**src/rtl/afifo_wr_ctrl.sv**
```systemverilog
// Write-side controller of the asynchronous FIFO (clka domain).
// Accepts pushes, drives the register-file write port, and keeps the binary and
// Gray write pointers. It brings the read-side Gray pointer across through a
// two-flop synchroniser and derives the full, almost-full, fill-level and sticky
// overflow flags from it. The flags only ever see the synchronised, and therefore
// older, read pointer. They can be pessimistic but never optimistic.
`timescale 1ns/1ps
module afifo_wr_ctrl #(
    parameter int WIDTH    = 8,
    parameter int ADDR     = 6,
    parameter int AFULL_TH = 4
) (
    input  logic              clka,
    input  logic              rsta,
    input  logic              wr_req,
    input  logic [WIDTH-1:0]  wr_data,
    input  logic              ovf_clr,
    input  logic [ADDR:0]     rptr_gray_b,
    output logic              ram_en,
    output logic              ram_wr,
    output logic [ADDR-1:0]   ram_addr,
    output logic [WIDTH-1:0]  ram_din,
    output logic [ADDR:0]     wptr_gray,
    output logic              full,
    output logic              afull,
    output logic [ADDR:0]     wr_count,
    output logic              ovf
);

    localparam int            DEPTH     = 1 << ADDR;
    // Fill level at which free slots drop to AFULL_TH or fewer.
    localparam logic [ADDR:0] AFULL_LVL = (ADDR+1)'(DEPTH - AFULL_TH);

    logic [ADDR:0] wbin_q, wbin_d;
    logic [ADDR:0] wgray_q, wgray_d;
    logic [ADDR:0] rq1_q, rq2_q;
    logic [ADDR:0] rbin_s;
    logic [ADDR:0] count_q, count_d;
    logic          full_q, full_d;
    logic          afull_q, afull_d;
    logic          ovf_q, ovf_d;
    logic          accept;

    // Gray to binary: each binary bit is the XOR of all Gray bits at or above it.
    function automatic logic [ADDR:0] gray2bin(input logic [ADDR:0] g);
        logic [ADDR:0] b;
        b[ADDR] = g[ADDR];
        for (int i = ADDR - 1; i >= 0; i--) begin
            b[i] = b[i+1] ^ g[i];
        end
        return b;
    endfunction

    // Next-state logic for the pointers, the flags and the RF write-port handshake.
    always_comb begin
        // NOTE: every signal driven here gets a value on every path first, so no latch is inferred.
        accept  = 1'b0;
        wbin_d  = wbin_q;
        ovf_d   = ovf_q;

        // The RF is reset by the same rsta, so no write is offered while it is held.
        accept  = wr_req & ~full_q & ~rsta;
        wbin_d  = wbin_q + (ADDR+1)'(accept);
        wgray_d = wbin_d ^ (wbin_d >> 1);

        rbin_s  = gray2bin(rq2_q);
        count_d = wbin_d - rbin_s;

        // The FIFO is full when the write pointer is one lap ahead of the read pointer.
        // In Gray code that means the top two bits are inverted and the rest are equal.
        full_d  = (wgray_d == {~rq2_q[ADDR:ADDR-1], rq2_q[ADDR-2:0]});
        afull_d = (count_d >= AFULL_LVL);

        // A rejected push must not be lost silently. Set takes priority over clear.
        if (wr_req && full_q) begin
            ovf_d = 1'b1;
        end else if (ovf_clr) begin
            ovf_d = 1'b0;
        end
    end

    // State registers: pointers, synchroniser and registered flags.
    always_ff @(posedge clka or posedge rsta) begin
        if (rsta) begin
            // NOTE: the synchroniser flops are reset too, so the first full compare after reset sees a defined read pointer.
            wbin_q  <= '0;
            wgray_q <= '0;
            rq1_q   <= '0;
            rq2_q   <= '0;
            count_q <= '0;
            full_q  <= 1'b0;
            afull_q <= 1'b0;
            ovf_q   <= 1'b0;
        end else begin
            // NOTE: non-blocking assignments, so rq2 takes the old rq1 and both flop stages stay real.
            wbin_q  <= wbin_d;
            wgray_q <= wgray_d;
            rq1_q   <= rptr_gray_b;
            rq2_q   <= rq1_q;
            count_q <= count_d;
            full_q  <= full_d;
            afull_q <= afull_d;
            ovf_q   <= ovf_d;
        end
    end

    assign ram_en    = accept;
    assign ram_wr    = accept;
    assign ram_addr  = wbin_q[ADDR-1:0];
    assign ram_din   = wr_data;
    assign wptr_gray = wgray_q;
    assign full      = full_q;
    assign afull     = afull_q;
    assign wr_count  = count_q;
    assign ovf       = ovf_q;

endmodule

```
**config.mk**
```make
export PLATFORM = sky130hd
export DESIGN_NAME = afifo_wr_ctrl
export DESIGN_NICKNAME = d
export VERILOG_FILES = /design/src/rtl/afifo_wr_ctrl.sv
export SDC_FILE = /design/constraint.sdc
export NUM_CORES = 1
export LEC_CHECK = 0
export ABC_AREA = 1
export CELL_PAD_IN_SITES_DETAIL_PLACEMENT = 1
export CELL_PAD_IN_SITES_GLOBAL_PLACEMENT = 1
export CORE_ASPECT_RATIO = 0.5
export CORE_UTILIZATION = 31
export DETAILED_ROUTE_END_ITERATION = 10
export GPL_TIMING_DRIVEN = 0
export PLACE_DENSITY = 0.73
export REMOVE_ABC_BUFFERS = 1
export SLEW_MARGIN = 20
export SYNTH_ARGS = -nofsm -noshare
export SYNTH_HDL_FRONTEND = slang
export SYNTH_SLANG_ARGS = --single-unit
```
**constraint.sdc**
```tcl
create_clock -name clka -period 2.5 [get_ports clka]
set_input_delay 0.5 -clock clka [delete_from_list [all_inputs] [get_ports clka]]
set_output_delay 0.5 -clock clka [all_outputs]
set_load 0.01 [all_outputs]
```
### Word level (Yosys, flattened, before mapping)

Index checks and enable logic that the tools add are counted.
W data, S select, Z words.

* input bits: 19
* output and inout port bits: 33
* word-level logic and storage cells: 28
* register bits: 38

* $add $sub $neg: 2
* eq/ne operators: 1
* reductions and logical operators: 2
* bitwise operators: 12
* magnitude comparators: 1
* multiplexer cells: 2

Operator list (count)
* $add A7 B1 Y7: 1
* $eq A7 B7 Y1: 1
* $ge A7 B6 Y1 const B: 1
* $sub A7 B7 Y7: 1
* $xor A7 B6 Y7: 1
* $xor A1 B1 Y1: 6
* $and A1 B1 Y1: 2
* $mux W1: 2
* $not A1 Y1: 2
* $not A2 Y2: 1
* $reduce_bool A2 Y1: 1
* $logic_and A1 B1 Y1: 1

### Logic depth before layout (Yosys ltp)

* word-level depth: 8
* gate-level depth with buffers: 20
* gate-level depth less buffers: 20

### Worst setup path after synthesis

Ideal clock, no wire load.

* kind: input port to flip-flop
* start point: input rsta
* end point: register afull_q, in the netlist afull
* buffers on the path: 0
* library setup time: 117 ps
* setup slack: -1000 ps
* arrival time: 3383 ps
* stages on the path: 17
* required time: 2383 ps
* path through: inv_1 nand2_1 nor2_1 ha_1 ha_1 nand2_1 inv_1 nand2_1 xor2_1 inv_1 ha_1 nand2_1 inv_1 a21boi_0 nand3b_1 nand2_1 nand2_1

* cells in the longest elaborated chain, start to end: 5

RTL lines
* start: declaration: line 14 `input logic rsta,`
* $not A1 Y1: line 62 `accept = wr_req & ~full_q & ~rsta;`
* $and A1 B1 Y1: line 62
* via ram_en: line 19 `output logic ram_en,`
* $add A7 B1 Y7: line 63 `wbin_d = wbin_q + (ADDR+1)'(accept);`
* via wbin_d[4]: line 34 `logic [ADDR:0] wbin_q, wbin_d;`
* $sub A7 B7 Y7: line 67 `count_d = wbin_d - rbin_s;`
* $ge A7 B6 Y1: line 72 `afull_d = (count_d >= AFULL_LVL);`
* via afull_d: line 40 `logic afull_q, afull_d;`
* end signal: assignment: line 102 `afull_q <= afull_d;`
* end: declaration: line 40

The timed path passes the listed nets, and every way through them passes these cells.
A chain may end at the register's enable or synchronous reset.

### Worst setup path in the final report

* start point: input rsta
* end point: register afull_q, in the netlist afull

* cells in the longest elaborated chain, start to end: 5

RTL lines
* $not A1 Y1: line 62
* $and A1 B1 Y1: line 62
* $add A7 B1 Y7: line 63
* via wbin_d[4]: line 34
* $sub A7 B7 Y7: line 67
* via count_d[5]: line 38 `logic [ADDR:0] count_q, count_d;`
* $ge A7 B6 Y1: line 72
* via afull_d: line 40

The timed path passes the listed nets, and every way through them passes these cells.

==> results.yml <==
status:
  status: "finished, violations left"
  violations: "negative setup slack"
flow_run:
  drv_cap: 0
layout:
  ff_latch_area_um2: 927
  area_delta_synth_final_pct: 50.3
  drive_gt1_share_pct: 33.3
  diodes: 0
  fin_cells: 298
  finalNetCount: 255
  multiInputGateArea_um2: 826
  n_fill_cell: 569
timing:
  setup_viol: 1
  hold_viol: 0
  post-route-min-period_ps: 2520
  worst_pin_slew_ps: 298
  setup_ws_ps: -16.6
  fin_crit_sh_pct: 101
  finalClockSkew_ps: 5.74
  slew_headroom_pct: 80.1
  slew_violations: 0
  rsz0062_at_grt: "yes"
  fmax_ghz: 0.397
die:
  dieArea_um2: 5890
  die_h_um: 54.8
  start_util_pct: 33.6
  core_um2: 5130
  pin_count: 52
  fp.dieW_um: 108
  num_rows: 18
clock_network:
  insertion_delay_ps: 280
  cts_hold_buffers: 0
  cts_tree: "done"
  cts_buffer_depth: 2
  root_buffer: "clkbuf_8"
  cts_num_sinks: 37
  h-tree-depth: 2
  clk_pin_slew_ps: 80
  cts_buffers: 5
detailed_routing:
  drtIter0Drc: 65
  firstDrtPassIters: 4
  vias: 1344
  ant_nets: 0
  wire_per_inst_um: 15.8
  vias_per_cell: 4.51
  wl_um: 4700
  drc: 0
grt:
  grt_overflow: 0
  grt_antenna_before_repair: 0
  track_usage_pct: 16.1
  grt_pass1_wl_um: 6770
  grt_max_degree: 20
  grt_pass1_vias: 1407
worst_setup_path:
  r2r_cells: 17
  endpoint_kind: "flip-flop"
  critPathRequiredTime_ps: 2670
  crit_arrival_ps: 2690
  cp-start-kind: "input pin"
  startpoint: "rsta"
  reg2reg_slack_ps: -10
  worstPathMaxFanout: 3
  critical_path_class: "input pin to flip-flop"
  r2r_start: "rq2_q[5]"
  cp-endpoint: "afull"
  reg2reg_to: "afull"
yosys:
  yosysTopAreaCell: "dfrtp_1"
  syn-cell-area_um2: 1730
  synthArstFlopShare_pct: 100
  synth_top_area_share_pct: 53.7
  postSynthAreaPerCell_um2: 9.92
  synth.area.top_cells: "dfrtp_1, nand2_1, inv_1, xor2_1, ha_1"
  yosysSeqAreaShare_pct: 53.7
  ys_seq_elements: 37
  synth_cells: 174
  synth-edff-count: 0
  ys_warn_count: 0
  yosys-top-cells-count: "dfrtp_1, nand2_1, inv_1, xor2_1, nand3_1"
  synth_flop_cell: "dfrtp_1"
  synth.distinct_cells: 23
power:
  vdd_drop_max_mv: 0.473
  p_comb_share_pct: 53.2
  p_switching_mw: 1.17
  total_power_mw: 2.99
  powerDensity_nw_per_um2: 1150
  cellInternalPower_mw: 1.82
  clkPwrFrac_pct: 17.3
  power_frac_seq_pct: 29.5
  p_leak_nw: 1.26
  switching_share_pct: 39.1
place:
  gp_congestion: 0.782
  placed_cells: 270
  port_buffers: 35
  hpwl_um: 2820
min_path:
  hp-class: "input pin to asynchronous set/reset pin"
## logic make-up after synthesis
kind of cell,share of synthesized area (%)
AND/OR/NAND/NOR,16.0
buffers and inverters,10.9
flip-flops,53.7
XOR/XNOR,9.50
adder cells (fa/ha/maj),6.96
AO/OA/AOI/OAI,2.97
## flip-flops by register name (all words and copies together) (netlist names)
register,flops
rq2_q,7
wbin_q,7
ovf,1
rq1_q,7
afull,1
full,1
wr_count,7
wptr_gray,6
## power groups by stage
stage / logic, mW / registers, mW / clock network (mW)
after global routing: 1.73 / 0.905 / 0.554
after floorplan: 0.649 / 0.945 / 0
after CTS: 1.41 / 0.875 / 0.524
after global placement: 1.21 / 0.867 / 0
final: 1.59 / 0.884 / 0.518
after detailed placement: 1.26 / 0.879 / 0
## placed cells by master (no fill, tap or decap)
cell,instances
xor2_1,8
nand3_2,3
a31o_2,1
nor2_2,2
ha_2,1
inv_2,6
a21oi_1,2
inv_6,1
dfrtp_2,1
nor2_4,1
xnor2_2,1
xnor2_1,2
buf_2,1
ha_4,3
bufinv_16,2
clkbuf_8,5
xor2_2,6
nand3_1,4
dlygate4sd2_1,1
nand4_1,5
a21boi_2,1
nand2_1,23
nand3_4,4
fa_2,1
clkinv_4,1
nand3b_1,2
dfrtp_1,36
ha_1,4
o21ai_0,2
clkdlybuf4s50_1,33
a211oi_2,1
inv_1,25
o21bai_1,1
clkbuf_1,1
nor2_1,3
nand2_4,4
nand2_2,11
buf_4,19
## layer usage
layer  vias up  GRT usage, %  share of wire [%]
met5         -             0                  0
li1        627             -                  -
met1       669          18.9                 42
met2        41          28.4                 51
met3         7          4.76                4.8
met4         0          6.62                1.4
## layout make-up
cell class                 count  area share (%)
sequential                    37            35.7
multi-input combinational     96            31.8
timing repair buffer          54            18.8
inverter                      32            5.64
tap                           70            3.38
clock buffer                   6            2.80
clock inverter                 2            1.50
timing repair inverter         1           0.338
## worst min-delay path by stage
stage	cells after the start	slack, ps	end
2_1_floorplan	0	330	rq2_q[0]
3_5_place_dp	0	340	rq2_q[3]
4_1_cts	2	160	wbin_q[2]
6_report	2	160	wbin_q[0]
5_1_grt	2	170	wptr_gray[4]
3_3_place_gp	0	330	rq2_q[2]
## repair_timing
item	CTS	global route
gates cloned	1	0
setup buffers	10	9
pin swaps	9	12
resized for setup	31	31
endpoints found under the setup margin	20	7
## stage by stage
stage	TNS [ps]	setup slack (ps)	instance area, um^2	hold WS [ps]	util (%)
5_1_grt	-470	-188	2590	166	50.5
3_3_place_gp	-25000	-1870	2100	332	40.8
2_1_floorplan	-9000	-1110	1660	331	-
4_1_cts	-32.6	-32.6	2400	160	46.7
6_report	-16.6	-16.6	2590	161	50.5
3_5_place_dp	-17290	-1580	2100	336	40.8
## worst max-delay path: stages
cell       delay (ps)
buf_2             140
bufinv_16         190
nand2_2            50
nor2_4            120
ha_4              160
ha_4              140
nand2_1            70
inv_2              90
nand2_2            60
xor2_2            190
inv_2              90
ha_4              230
buf_4             140
nand2_1            60
inv_1              40
nand2_2            90
nand2_1            60
nand2_1            80
nand2_2            50
nand3_1            60
nand2_1            50
Note: power is estimated with default switching activity, not from simulation.
